$ cat src/rtl/cache_chk_pkg.sv
// Shared types and defaults for the cache channel protocol checker.
//   chk_state_e : per-lane handshake FSM state
//   chk_err_e   : error codes reported in the first-error record
package cache_chk_pkg;

    typedef enum logic {
        IDLE  = 1'b0,
        STALL = 1'b1
    } chk_state_e;

    typedef enum logic [1:0] {
        ERR_NONE = 2'd0,
        ERR_DROP = 2'd1,
        ERR_PLD  = 2'd2,
        ERR_TMO  = 2'd3
    } chk_err_e;

    localparam int DEF_NUM_CH    = 8;
    localparam int DEF_PLD_WIDTH = 64;
    localparam int DEF_CNT_WIDTH = 16;
    localparam int DEF_MAX_WAIT  = 256;

    // $clog2 that never returns 0, so a single-entry index still has a bit.
    function automatic int clog2_min1(input int n);
        return (n > 1) ? $clog2(n) : 1;
    endfunction

endpackage

$ cat src/rtl/cache_chan_chk_lane.sv
// One monitored channel: handshake FSM, stall wait counter, payload capture,
// saturating transaction counter and the three sticky error bits.
// Ports:
//   clk, rst_n           clock, async active-low reset
//   i_chk_en             checking enable (0 forces IDLE, freezes stats)
//   i_err_clr, i_cnt_clr clear sticky errors / transaction counter
//   i_valid, i_ready     channel handshake
//   i_pld                channel payload
//   o_err_drop/pld/tmo   sticky error bits
//   o_txn_cnt            completed handshakes (saturating)
//   o_ev_code            error raised this cycle, highest priority only
module cache_chan_chk_lane
    import cache_chk_pkg::*;
#(
    parameter int PLD_WIDTH = DEF_PLD_WIDTH,
    parameter int CNT_WIDTH = DEF_CNT_WIDTH,
    parameter int MAX_WAIT  = DEF_MAX_WAIT,
    parameter int WAIT_W    = clog2_min1(MAX_WAIT + 1)
) (
    input  logic                 clk,
    input  logic                 rst_n,
    input  logic                 i_chk_en,
    input  logic                 i_err_clr,
    input  logic                 i_cnt_clr,
    input  logic                 i_valid,
    input  logic                 i_ready,
    input  logic [PLD_WIDTH-1:0] i_pld,
    output logic                 o_err_drop,
    output logic                 o_err_pld,
    output logic                 o_err_tmo,
    output logic [CNT_WIDTH-1:0] o_txn_cnt,
    output chk_err_e             o_ev_code
);

    localparam logic [WAIT_W-1:0] MAXW = WAIT_W'(MAX_WAIT);

    chk_state_e           r_state, w_state_nxt;
    logic [WAIT_W-1:0]    r_wait, w_wait_nxt, w_wait_inc;
    logic [PLD_WIDTH-1:0] r_cap, w_cap_nxt;
    logic [CNT_WIDTH-1:0] r_cnt;
    logic                 r_drop, r_pld, r_tmo;
    logic                 w_ev_drop, w_ev_pld, w_ev_tmo, w_hs;

    assign w_wait_inc = r_wait + 1'b1;

    always_comb begin
        w_state_nxt = r_state;
        w_wait_nxt  = r_wait;
        w_cap_nxt   = r_cap;
        w_ev_drop   = 1'b0;
        w_ev_pld    = 1'b0;
        w_ev_tmo    = 1'b0;
        w_hs        = 1'b0;
        if (!i_chk_en) begin
            // Disabled: forget any stall so re-enable starts a fresh episode.
            w_state_nxt = IDLE;
            w_wait_nxt  = '0;
        end else begin
            case (r_state)
                IDLE: begin
                    if (i_valid) begin
                        if (i_ready) begin
                            w_hs = 1'b1;
                        end else begin
                            w_cap_nxt   = i_pld;
                            w_wait_nxt  = WAIT_W'(1);
                            w_state_nxt = STALL;
                            if (MAX_WAIT == 1) w_ev_tmo = 1'b1;
                        end
                    end
                end
                STALL: begin
                    if (!i_valid) begin
                        w_ev_drop   = 1'b1;
                        w_state_nxt = IDLE;
                        w_wait_nxt  = '0;
                    end else begin
                        // Original capture is kept even after a mismatch.
                        if (i_pld != r_cap) w_ev_pld = 1'b1;
                        if (i_ready) begin
                            w_hs        = 1'b1;
                            w_state_nxt = IDLE;
                            w_wait_nxt  = '0;
                        end else if (r_wait < MAXW) begin
                            // Saturation at MAXW makes the timeout one-shot.
                            w_wait_nxt = w_wait_inc;
                            if (w_wait_inc == MAXW) w_ev_tmo = 1'b1;
                        end
                    end
                end
                default: begin
                    w_state_nxt = IDLE;
                    w_wait_nxt  = '0;
                end
            endcase
        end
    end

    always_ff @(posedge clk or negedge rst_n) begin
        if (!rst_n) begin
            r_state <= IDLE;
            r_wait  <= '0;
            r_cap   <= '0;
            r_drop  <= 1'b0;
            r_pld   <= 1'b0;
            r_tmo   <= 1'b0;
            r_cnt   <= '0;
        end else begin
            r_state <= w_state_nxt;
            r_wait  <= w_wait_nxt;
            r_cap   <= w_cap_nxt;
            // Clear first, then OR in new events so a same-cycle error survives.
            r_drop  <= (r_drop & ~i_err_clr) | w_ev_drop;
            r_pld   <= (r_pld  & ~i_err_clr) | w_ev_pld;
            r_tmo   <= (r_tmo  & ~i_err_clr) | w_ev_tmo;
            if (i_cnt_clr)
                r_cnt <= CNT_WIDTH'(w_hs);
            else if (w_hs && (r_cnt != '1))
                r_cnt <= r_cnt + 1'b1;
        end
    end

    assign o_err_drop = r_drop;
    assign o_err_pld  = r_pld;
    assign o_err_tmo  = r_tmo;
    assign o_txn_cnt  = r_cnt;
    assign o_ev_code  = w_ev_drop ? ERR_DROP :
                        w_ev_pld  ? ERR_PLD  :
                        w_ev_tmo  ? ERR_TMO  : ERR_NONE;

endmodule

$ cat config.mk
export PLATFORM = sky130hd
export DESIGN_NAME = cache_chan_chk_lane
export DESIGN_NICKNAME = d
export VERILOG_FILES = /design/src/rtl/cache_chk_pkg.sv /design/src/rtl/cache_chan_chk_lane.sv
export SDC_FILE = /design/constraint.sdc
export NUM_CORES = 1
export LEC_CHECK = 0
export CAP_MARGIN = 25
export CORE_MARGIN = 1
export CORE_UTILIZATION = 31
export DETAILED_ROUTE_END_ITERATION = 10
export SYNTH_ARGS = -nofsm -noshare
export SYNTH_HDL_FRONTEND = slang
export SYNTH_SLANG_ARGS = --single-unit
$ cat constraint.sdc
create_clock -name clk -period 2.2 [get_ports clk]
set_input_delay 0.44 -clock clk [delete_from_list [all_inputs] [get_ports clk]]
set_output_delay 0.44 -clock clk [all_outputs]
set_load 0.02 [all_outputs]
== Word level (Yosys, flattened, before mapping) ==
Index checks and enable logic that the tools add are counted.

* Shift-type cells: 0
* Bitwise operators: 9
* Div/mod/pow operators: 0
* Equality and inequality tests: 6
* $lt $le $gt $ge: 1
* Reductions and logical operators: 4
* Add/sub/neg operators: 2
* Mux-type cells: 31
* Multiply operators: 0

{| class="wikitable"
|+ Operators with widths
! cell !! count
|-
| inequality test 64 bit || 1
|-
| two-way mux 9 bit || 6
|-
| two-way mux 16 bit || 2
|-
| two-way mux 1 bit || 19
|-
| one-hot mux 9 bit (2 select lines) || 1
|-
| adder 16 x 1 -> 16 bit, second input constant || 1
|-
| inequality test 16 bit, second input constant || 1
|-
| adder 9 x 1 -> 9 bit, second input constant || 1
|-
| equality test 9 bit, second input constant || 1
|-
| less-than comparator 9 bit, second input constant || 1
|-
| two-way mux 2 bit || 3
|-
| inequality test 3 bit, second input constant || 2
|-
| inequality test 5 x 4 -> 1 bit, second input constant || 1
|-
| AND reduction 4 bit || 1
|-
| AND 1 bit || 3
|-
| inverter 1 bit || 3
|-
| bitwise OR 1 bit || 3
|-
| AND reduction 3 bit || 1
|-
| nonzero test 2 bit || 1
|-
| logical AND 1 bit || 1
|}

* Latch bits: 0
* Bits in read-only memories: 0
* Word-level logic and storage cells: 60
* Flip-flop bits (word level): 93
* Memories kept: 0
* RAM bits: 0
* Input bits: 71

== Logic depth before layout (Yosys ltp) ==
Gate-level depths: netlist (run 1).

* Word-level depth: 11
* Mapped depth: 7
* Gate-level depth less buffers: 6

== Worst setup path after synthesis (run 1) ==
Ideal clock, no wire load.

* Path kind: in2out
* Start point: in i_chk_en
* End point: out o_ev_code[1]
* Path slack: -146 ps
* Arrival: 1906 ps
* Cell stages on the path: 6
* Buffers on the path: 2
* Cell sequence: buf_2 nand2_1 or3_1 clkbuf_1 or4_1 o21ai_0

* Cells in the longest elaborated chain, start to end: 4

{| class="wikitable"
|+ Ends and longest elaborated chain
! what !! RTL line !! RTL
|-
| start, declared || cache_chan_chk_lane.sv:22 || <nowiki>input logic i_chk_en,</nowiki>
|-
| two-way mux 1 bit || cache_chan_chk_lane.sv:54 || <nowiki>if (!i_chk_en) begin</nowiki>
|-
| two-way mux 2 bit || cache_chan_chk_lane.sv:129 || <nowiki>w_ev_tmo ? ERR_TMO : ERR_NONE;</nowiki>
|-
| two-way mux 2 bit || cache_chan_chk_lane.sv:128 || <nowiki>w_ev_pld ? ERR_PLD :</nowiki>
|-
| two-way mux 2 bit * || cache_chan_chk_lane.sv:127 || <nowiki>assign o_ev_code = w_ev_drop ? ERR_DROP :</nowiki>
|-
| end, declared || cache_chan_chk_lane.sv:32 || <nowiki>output chk_err_e o_ev_code</nowiki>
|}

Mark *: on every way between the ends. The rest lies on a longest branch, timed or not.

== Final worst setup path (run 1) ==
* Start point: in i_pld[53]
* End point: out o_ev_code[1]

* Cells in the longest elaborated chain, start to end: 7

{| class="wikitable"
|+ Ends and longest elaborated chain
! what !! RTL line !! RTL
|-
| start, declared || cache_chan_chk_lane.sv:27 || <nowiki>input logic [PLD_WIDTH-1:0] i_pld,</nowiki>
|-
| inequality test 64 bit || cache_chan_chk_lane.sv:79 || <nowiki>if (i_pld != r_cap) w_ev_pld = 1'b1;</nowiki>
|-
| two-way mux 1 bit || cache_chan_chk_lane.sv:79 ||
|-
| two-way mux 1 bit || cache_chan_chk_lane.sv:73 || <nowiki>if (!i_valid) begin</nowiki>
|-
| two-way mux 1 bit || cache_chan_chk_lane.sv:59 || <nowiki>case (r_state)</nowiki>
|-
| two-way mux 1 bit || cache_chan_chk_lane.sv:54 ||
|-
| two-way mux 2 bit || cache_chan_chk_lane.sv:128 ||
|-
| two-way mux 2 bit || cache_chan_chk_lane.sv:127 ||
|}

No other way between the ends.

==> results.txt, run 1 <==
The core box area is 0.0146 sq mm. The share of cells above drive strength 1 is 25.3%. In the post-route analysis, the smallest setup slack over all paths is -0.474 ns.

The routed design could run at a clock period as short as 2.67 ns. After clock tree synthesis, the setup repair step added 0 buffers. The total non-filler cell area in the finished layout is 0.00644 sq mm. The routed wirelength normalized by instance count came out at 14.3 um. The instance area at placement came out at 0.00608 sq mm. The number of unique standard cell types used by synthesis came out at 46. The critical path's largest stage delay is 0.43 ns. The total CTS buffers came out at 9.

The overflow left after global routing came out at 0. The quantity of I/O buffers inserted on ports is 91. The post-synthesis adder-cell area fraction is 0.534%. The worst setup path is launched from an input pin. Measured against its own limit, the worst slew margin works out to 68.2%. The maximum net fanout on the critical path came out at 2. STA puts the critical path data required time at 1.76 ns. The total number of nets in the final design came out at 596. The number of I/O pins is 92. In the global route stage, met1 resource usage came out at 17.4%. By area, the combinational part of the netlist is dominated by multiplexers. The clock-pin transition on the worst setup and hold timing paths is 0.06 ns.

The path type of the worst min-delay path is input pin to async pin. The initial detailed-routing violation count came out at 116. The worst reg2reg path startpoint is r_cap[39].

The utilization after layout came out at 44.0%. The worst setup path is captured at an output pin. The final reports fail on DRC, setup timing.

The floorplan has 44 rows. The number of nets in the synthesized netlist came out at 468. The critical path goes through clkdlybuf4s50_1 -> xor2_1 -> nor4_2 -> nand4_1 -> nor4_2 -> buf_4 -> buf_6 -> o21ai_2 -> buf_6. Global routing used 14.0% of the available tracks. The cell at the root of the clock tree is clkbuf_16. The post-detailed-route via-to-cell ratio came out at 4.71. Once placement completed, the tool counted placed cells totaling 696. The worst setup path is of the input pin to output pin kind. The layout has 1,397 filler cells. The worst clock skew on the final layout came out at 0.00567 ns.

The upper clock frequency limit came out at 0.374 GHz. The clock latency on the worst-skew pair is 0.34 ns. Dividing total power by cell area gives a power density of 690 mW/mm^2. The post-detailed-routing wire length is 10,200 um. On the critical path, the stage with the largest delay is an instance of clkdlybuf4s50_1. Sequential cells were found to cover 49.7% of the synthesized design area. The HPWL reported at the end of detailed placement came out at 7480 um.

The floorplan step defined a die boundary enclosing 0.0156 sq mm. The worst-case register-to-register setup slack came out at 0.31 ns. Setup repair after global routing could not meet its margin everywhere. Hold timing on the final database bottoms out at a slack of 0.0626 ns. Summing the areas of all compound-gate instances in the mapped netlist gives 5.42% of the synthesized area. The flow ran to the end, but the final reports show violations. The horizontal extent of the die is 125 um. The non-filler instance count after layout is 710. The leakage power is 0.00269 uW. For this configuration, the core starts out at a cell density of 32.0%. The met2 global-route usage came out at 23.8%.

Across the VDD grid, the largest voltage drop is 0.565 mV. The final-report max-slew violation count came to 0. The number of hold-slack violations in the final timing report came out at 0. The post-route setup TNS is -0.945 ns. The Yosys step of the flow raised 0 warnings. The first-pass iteration count of the detailed router is 7. Of the post-synthesis cell area, the part taken by muxes is 15.8%.

The weighted congestion reported at the end of routability-driven placement is 0.781. The number of antenna violations at the first check in global routing came out at 0. Counting every instance in the synthesized netlist gives 395.

The slew at the pin closest to its max-slew limit came out at 0.476 ns. The final setup violation count came out at 2. The synthesized netlist devotes 14.2% of its cell area to XOR and XNOR gates. The total of flip-flops plus latches after synthesis is 93. From synthesis to final layout, the design area changed by 37.4%.

Summing over every cut layer, the via total after detailed routing is 3,345. The global-route met3 utilization came out at 4.02%. The worst register-to-register path has a depth of 8. The level count of the clock H-tree is 3. The wire length of the first global-routing pass came out at 17,300 um.

The worst path uses 122% of the clock period. The worst endpoint data arrival time came out at 2.23 ns. The synthesized netlist occupies a cell area of 0.00469 sq mm.

The floorplan die height came out at 125 um. The maximum number of pins on one net before global-route repair is 40. The clock passes through at most 2 buffers.

The number of nets with antenna violations after detailed routing is 0. 0 antenna diodes ended up in the layout. The tree built by TritonCTS fans out to 93 sinks. In this run the most used layer during global routing was met2. The reported max-cap violation count came out at 0.

For this run, design rule violations remaining after detail routing come to 10. The area share of and/or/nand/nor cells after synthesis is 11.7%. The worst register-to-register path ends at o_err_pld.

The post-synthesis area per instance came out at 11.9 sq um. The number of global-route vias before repair came out at 3,522. TritonCTS built the clock tree.
==> routing by layer <==
layer	wire length, um	up-vias
li1	-	1653
met4	119	0
met2	5020	72
met1	4590	1613
met5	0	-
met3	430	7
==> worst max-delay path, delay by kind of cell <==
| family | cells | cell delay, ns |
|---|---|---|
| xor+xnor | 1 | 0.17 |
| simple gates | 3 | 0.75 |
| compound gates | 1 | 0.05 |
| buf+inv | 4 | 0.82 |
==> metrics by stage <==
step,total power [uW],setup WS [ns]
after floorplan,2600,-0.0533
after detailed placement,2940,-1.16
final,4450,-0.474
after global routing,4710,-0.638
after CTS,4520,-0.528
after global placement,2900,-1.09
==> area by class of cell <==
cell class	instances	area [sq um]	area share, %
Clock buffer	12	246	3.83
Clock inverter	2	35.0	0.544
Inverter	5	18.8	0.291
Multi-Input combinational cell	282	2330	36.2
Sequential cell	93	2330	36.1
Tap cell	184	230	3.58
Timing Repair Buffer	132	1250	19.5
==> layout by cell type (no fill, tap or decap), types with 4 or more instances in the layout <==
| cell type | instances |
|---|---|
| a21oi_1 | 4 |
| and2_1 | 4 |
| buf_4 | 39 |
| clkbuf_16 | 9 |
| clkdlybuf4s50_1 | 67 |
| dfrtp_1 | 93 |
| dlygate4sd2_1 | 15 |
| dlymetal6s2s_1 | 6 |
| inv_1 | 5 |
| mux2_1 | 9 |
| mux2_2 | 55 |
| nand2_1 | 20 |
| nand3_1 | 9 |
| nand4_1 | 8 |
| nor2_1 | 18 |
| nor3_1 | 4 |
| nor4_1 | 7 |
| nor4_2 | 12 |
| o21ai_0 | 12 |
| o31ai_1 | 4 |
| xnor2_1 | 8 |
| xor2_1 | 67 |
==> power breakdown <==
| part | internal, uW | switching [uW] |
|---|---|---|
| Combinational | 479 | 332 |
| Sequential | 1960 | 162 |
| Clock | 898 | 611 |
==> synth_stat cells, drive strengths merged <==
cell type	n	area (sq um)
dfrtp	93	2330
xor2	68	596
mux2	64	721
nand2	20	75.1
nor4	19	119
nor2	18	67.6
o21ai	13	65.1
buf	10	86.3
nand3	10	55.1
nand4	8	50.1
xnor2	8	70.1
and2	5	31.3
clkbuf	5	18.8
inv	5	18.8
nor3	5	30.0
a211oi	4	45.1
a21oi	4	20.0
o31ai	4	30.0
and4	3	28.8
o22ai	3	18.8
or3	3	18.8
or4	3	26.3
ha	2	25.0
mux2i	2	20.0
nand3b	2	15.0
nor2b	2	12.5
o211ai	2	15.0
a2111oi	1	10.0
a21boi	1	7.51
a21o	1	7.51
a22o	1	8.76
a22oi	1	7.51
a41o	1	10.0
and2b	1	7.51
and3	1	6.26
nand2b	1	6.26
o2bb2ai	1	8.76
==> flip-flops by register name, indices dropped and copies added (netlist names) <==
name / count
r_cap: 64
o_txn_cnt: 16
r_wait: 9
o_err_drop: 1
o_err_pld: 1
o_err_tmo: 1
r_state: 1
==> worst max-delay path by stage <==
stage              start      endpoint  cells after the start
2_1_floorplan   i_chk_en  o_ev_code[1]                      6
3_3_place_gp   i_pld[20]  o_ev_code[0]                      9
3_5_place_dp   i_pld[36]  o_ev_code[0]                      9
4_1_cts        r_cap[51]  o_ev_code[0]                      8
5_1_grt        r_cap[39]  o_ev_code[0]                      8
6_report       i_pld[53]  o_ev_code[1]                      9
==> timing repair <==
item	in CTS	in global routing
pin swaps	16	7
endpoints found under the setup margin	2	2
resized for setup	36	10
hold buffers	0	0
==> logic make-up after synthesis <==
family	count (synthesis)
AND/OR/NAND/NOR	101
flip-flops	93
XOR/XNOR	76
multiplexers	66
AO/OA/AOI/OAI	37
buffers and inverters	20
adder cells (fa/ha/maj)	2
Note: power is estimated with default switching activity, not from simulation.
==> run 2, diff against run 1 <==
clock period = 2.9 ns   (was 2.2 ns; I/O delays follow)
==> results.txt, run 2 (synthesized netlist as in run 1, its figures left out) <==
The run finished, with violations left. The checks that failed: DRC. The worst setup path is of the input pin to output pin kind.

The worst endpoint data arrival time is 2.31 ns. During placement, the flow inserted port buffers numbering 91. The number of antenna violations at the first check in global routing came out at 1. The overflow left after global routing came out at 0. The total design power came out at 3480 uW.

The detailed router finished its first iteration with 111 violations. Summed over all nets, the half-perimeter wirelength after detailed placement is 7060 um. The core box area is 0.0146 sq mm. The worst setup path is captured at an output pin. The post-detailed-route via-to-cell ratio is 4.80. After layout, the worst setup slack is 0.0146 ns.

The multi-input gate area in the final layout came out at 0.00232 sq mm. The number of global-route vias before repair was 3,480. The startpoint kind of the worst setup timing path is an input pin. The maximum number of pins on one net before global-route repair came out at 65.

The number of I/O pins came out at 92. For the worst setup path, the data required time is 2.32 ns. The maximum vdd drop came out at 0.369 mV. For the finished layout, the period the worst path requires is 2.89 ns. The share of cells above drive strength 1 is 22.7%.

The register bank with the most flops is r_cap. The post-cts hold buffer count is 0. The library cells used most frequently in the layout, excluding fill and tap cells, are dfrtp_1 (93), xor2_1 (68), mux2_2 (55), dlygate4sd2_1 (49), clkdlybuf4s50_1 (30). The post-route DRC violation count is 12. The setup check on the worst reg-to-reg path leaves a slack of 0.97 ns. For the pin with the worst max-slew slack, the measured transition is 0.688 ns. Setup repair after global routing could not meet its margin everywhere. The level count of the clock H-tree came out at 3.

The TritonCTS clock tree is done. The number of flip-flops under the largest register name came out at 64. For this design the ratio of total power to cell area is 558 mW/mm^2. The library cell used most frequently in the layout, excluding fill and tap cells, is dfrtp_1.

The maximum clock insertion buffer count is 2. The starting density of the core is 32.0%. Together, buffers and inverters on the worst path number 3.

The number of clock buffers added by TritonCTS is 9. The utilization after layout came out at 42.5%. The critical path's top delay family is simple AND/OR/NAND/NOR gates.

The critical path goes through clkdlybuf4s50_1 -> nand2b_1 -> or3_1 -> buf_4 -> nor4_2 -> o2bb2ai_4 -> buf_6. The die outline area is 0.0156 sq mm. The headroom to the max-slew limit came out at 53.8%.

The post-detailed-routing wire length came out at 9970 um. The clock-pin transition on the worst setup and hold timing paths is 0.06 ns. For this run, the slowest stage of the critical path takes 0.42 ns. The number of cells on the critical path came out at 7. The share of the clock period used by the worst path after layout came out at 99.5%. The number of hold-slack violations in the final timing report came out at 0.

The first detailed-routing pass took 7 iterations. The min-delay analysis places its worst path in the category input pin to async pin. The cell depth of the worst flop-to-flop path is 6.

The routed wirelength normalized by instance count is 14.4 um. For the final database, setup skew stands at 0.00372 ns. Derived from the worst setup path, the maximum achievable clock frequency is 0.347 GHz. In this run the critical register-to-register path is captured at o_txn_cnt[10].

OpenSTA, run right after detailed placement, puts the worst setup slack at -0.878 ns. The critical path starts at i_ready. The reported max-cap violation count came out at 0.

In this run the remaining antenna-violating nets after routing total 0. The number of sinks handled by clock tree synthesis came out at 93. The maximum net fanout on the critical path came out at 7. The area growth from synthesis to layout is 33.0%. Routability-driven placement finished with a final weighted congestion of 0.752.

The most critical setup path has its endpoint at o_ev_code[0]. In this run the critical register-to-register path is launched from o_txn_cnt[0]. The number of placement rows is 44. The final setup violation count came out at 0. The floorplan die height is 125 um. The cell at the root of the clock tree is clkbuf_16. The horizontal extent of the die is 125 um. The sequential standard cell area is 0.00233 sq mm. The slowest stage of the critical path is the clkdlybuf4s50_1 cell. The filler cell count is 1,424. The vias after detailed routing is 3,318.

The leakage power is 0.00261 uW. Across every metal layer, demand over resource in global routing totals 13.7%. For the worst-skew pair, the clock arrives at the later sink with an insertion delay of 0.34 ns. The final-report max-slew violation count came to 0. The wire length of the first global-routing pass came out at 16,800 um. The total number of nets in the final design came out at 575.
-- run 2: per-layer routing --
layer / wire [um] / GRT usage (%) / vias up
met5: 0 / 0 / -
met4: 173 / 5.38 / 0
met3: 542 / 4.11 / 15
met2: 4730 / 22.2 / 78
met1: 4520 / 17.2 / 1612
li1: - / - / 1613
-- run 2: worst register-to-register path, delay by kind of cell (launching register included) --
family	cells	cell delay, ns
flip-flops	1	0.43
XOR/XNOR	1	0.18
AND/OR/NAND/NOR	4	0.97
adder cells (fa/ha/maj)	1	0.23
-- run 2: where the power goes --
part	switching, uW	internal (uW)	total [uW]
logic	241	337	578
clock network	487	800	1290
registers	125	1490	1610
-- run 2: layout make-up --
| class | instances | share of cell area (%) |
|---|---|---|
| Timing Repair Buffer | 111 | 16.1 |
| Antenna cell | 1 | 0.0402 |
| Multi-Input combinational cell | 282 | 37.3 |
| Clock buffer | 12 | 4.12 |
| Inverter | 5 | 0.301 |
| Clock inverter | 3 | 1.10 |
| Sequential cell | 93 | 37.3 |
| Tap cell | 184 | 3.69 |
-- run 2: how the worst min path moves through the flow --
| stage | end | slack [ns] | cells past startpoint |
|---|---|---|---|
| after CTS | r_cap[56] | 0.25 | 1 |
| after floorplan | o_err_drop | 0.28 | 0 |
| after global placement | r_cap[17] | 0.49 | 1 |
| after global routing | r_cap[51] | 0.30 | 1 |
| after detailed placement | r_cap[60] | 0.50 | 1 |
| final | r_cap[54] | 0.23 | 1 |
-- run 2: timing repair --
action                                  in CTS  in global routing
pin swaps                                   19                  8
endpoints found under the setup margin       2                  2
gates resized for setup                     81                 12
setup buffers                                0                  1
-- run 2: through the flow --
step                      area [sq um]  setup TNS (ns)  cells  hold slack [ns]
final                             6230               0    691            0.231
after global routing              6230          -0.160    690            0.299
after global placement            5890           -1.70    674            0.489
after detailed placement          5890           -1.65    674            0.497
after floorplan                   4690               0    395            0.284
after CTS                         6220               0    689            0.254
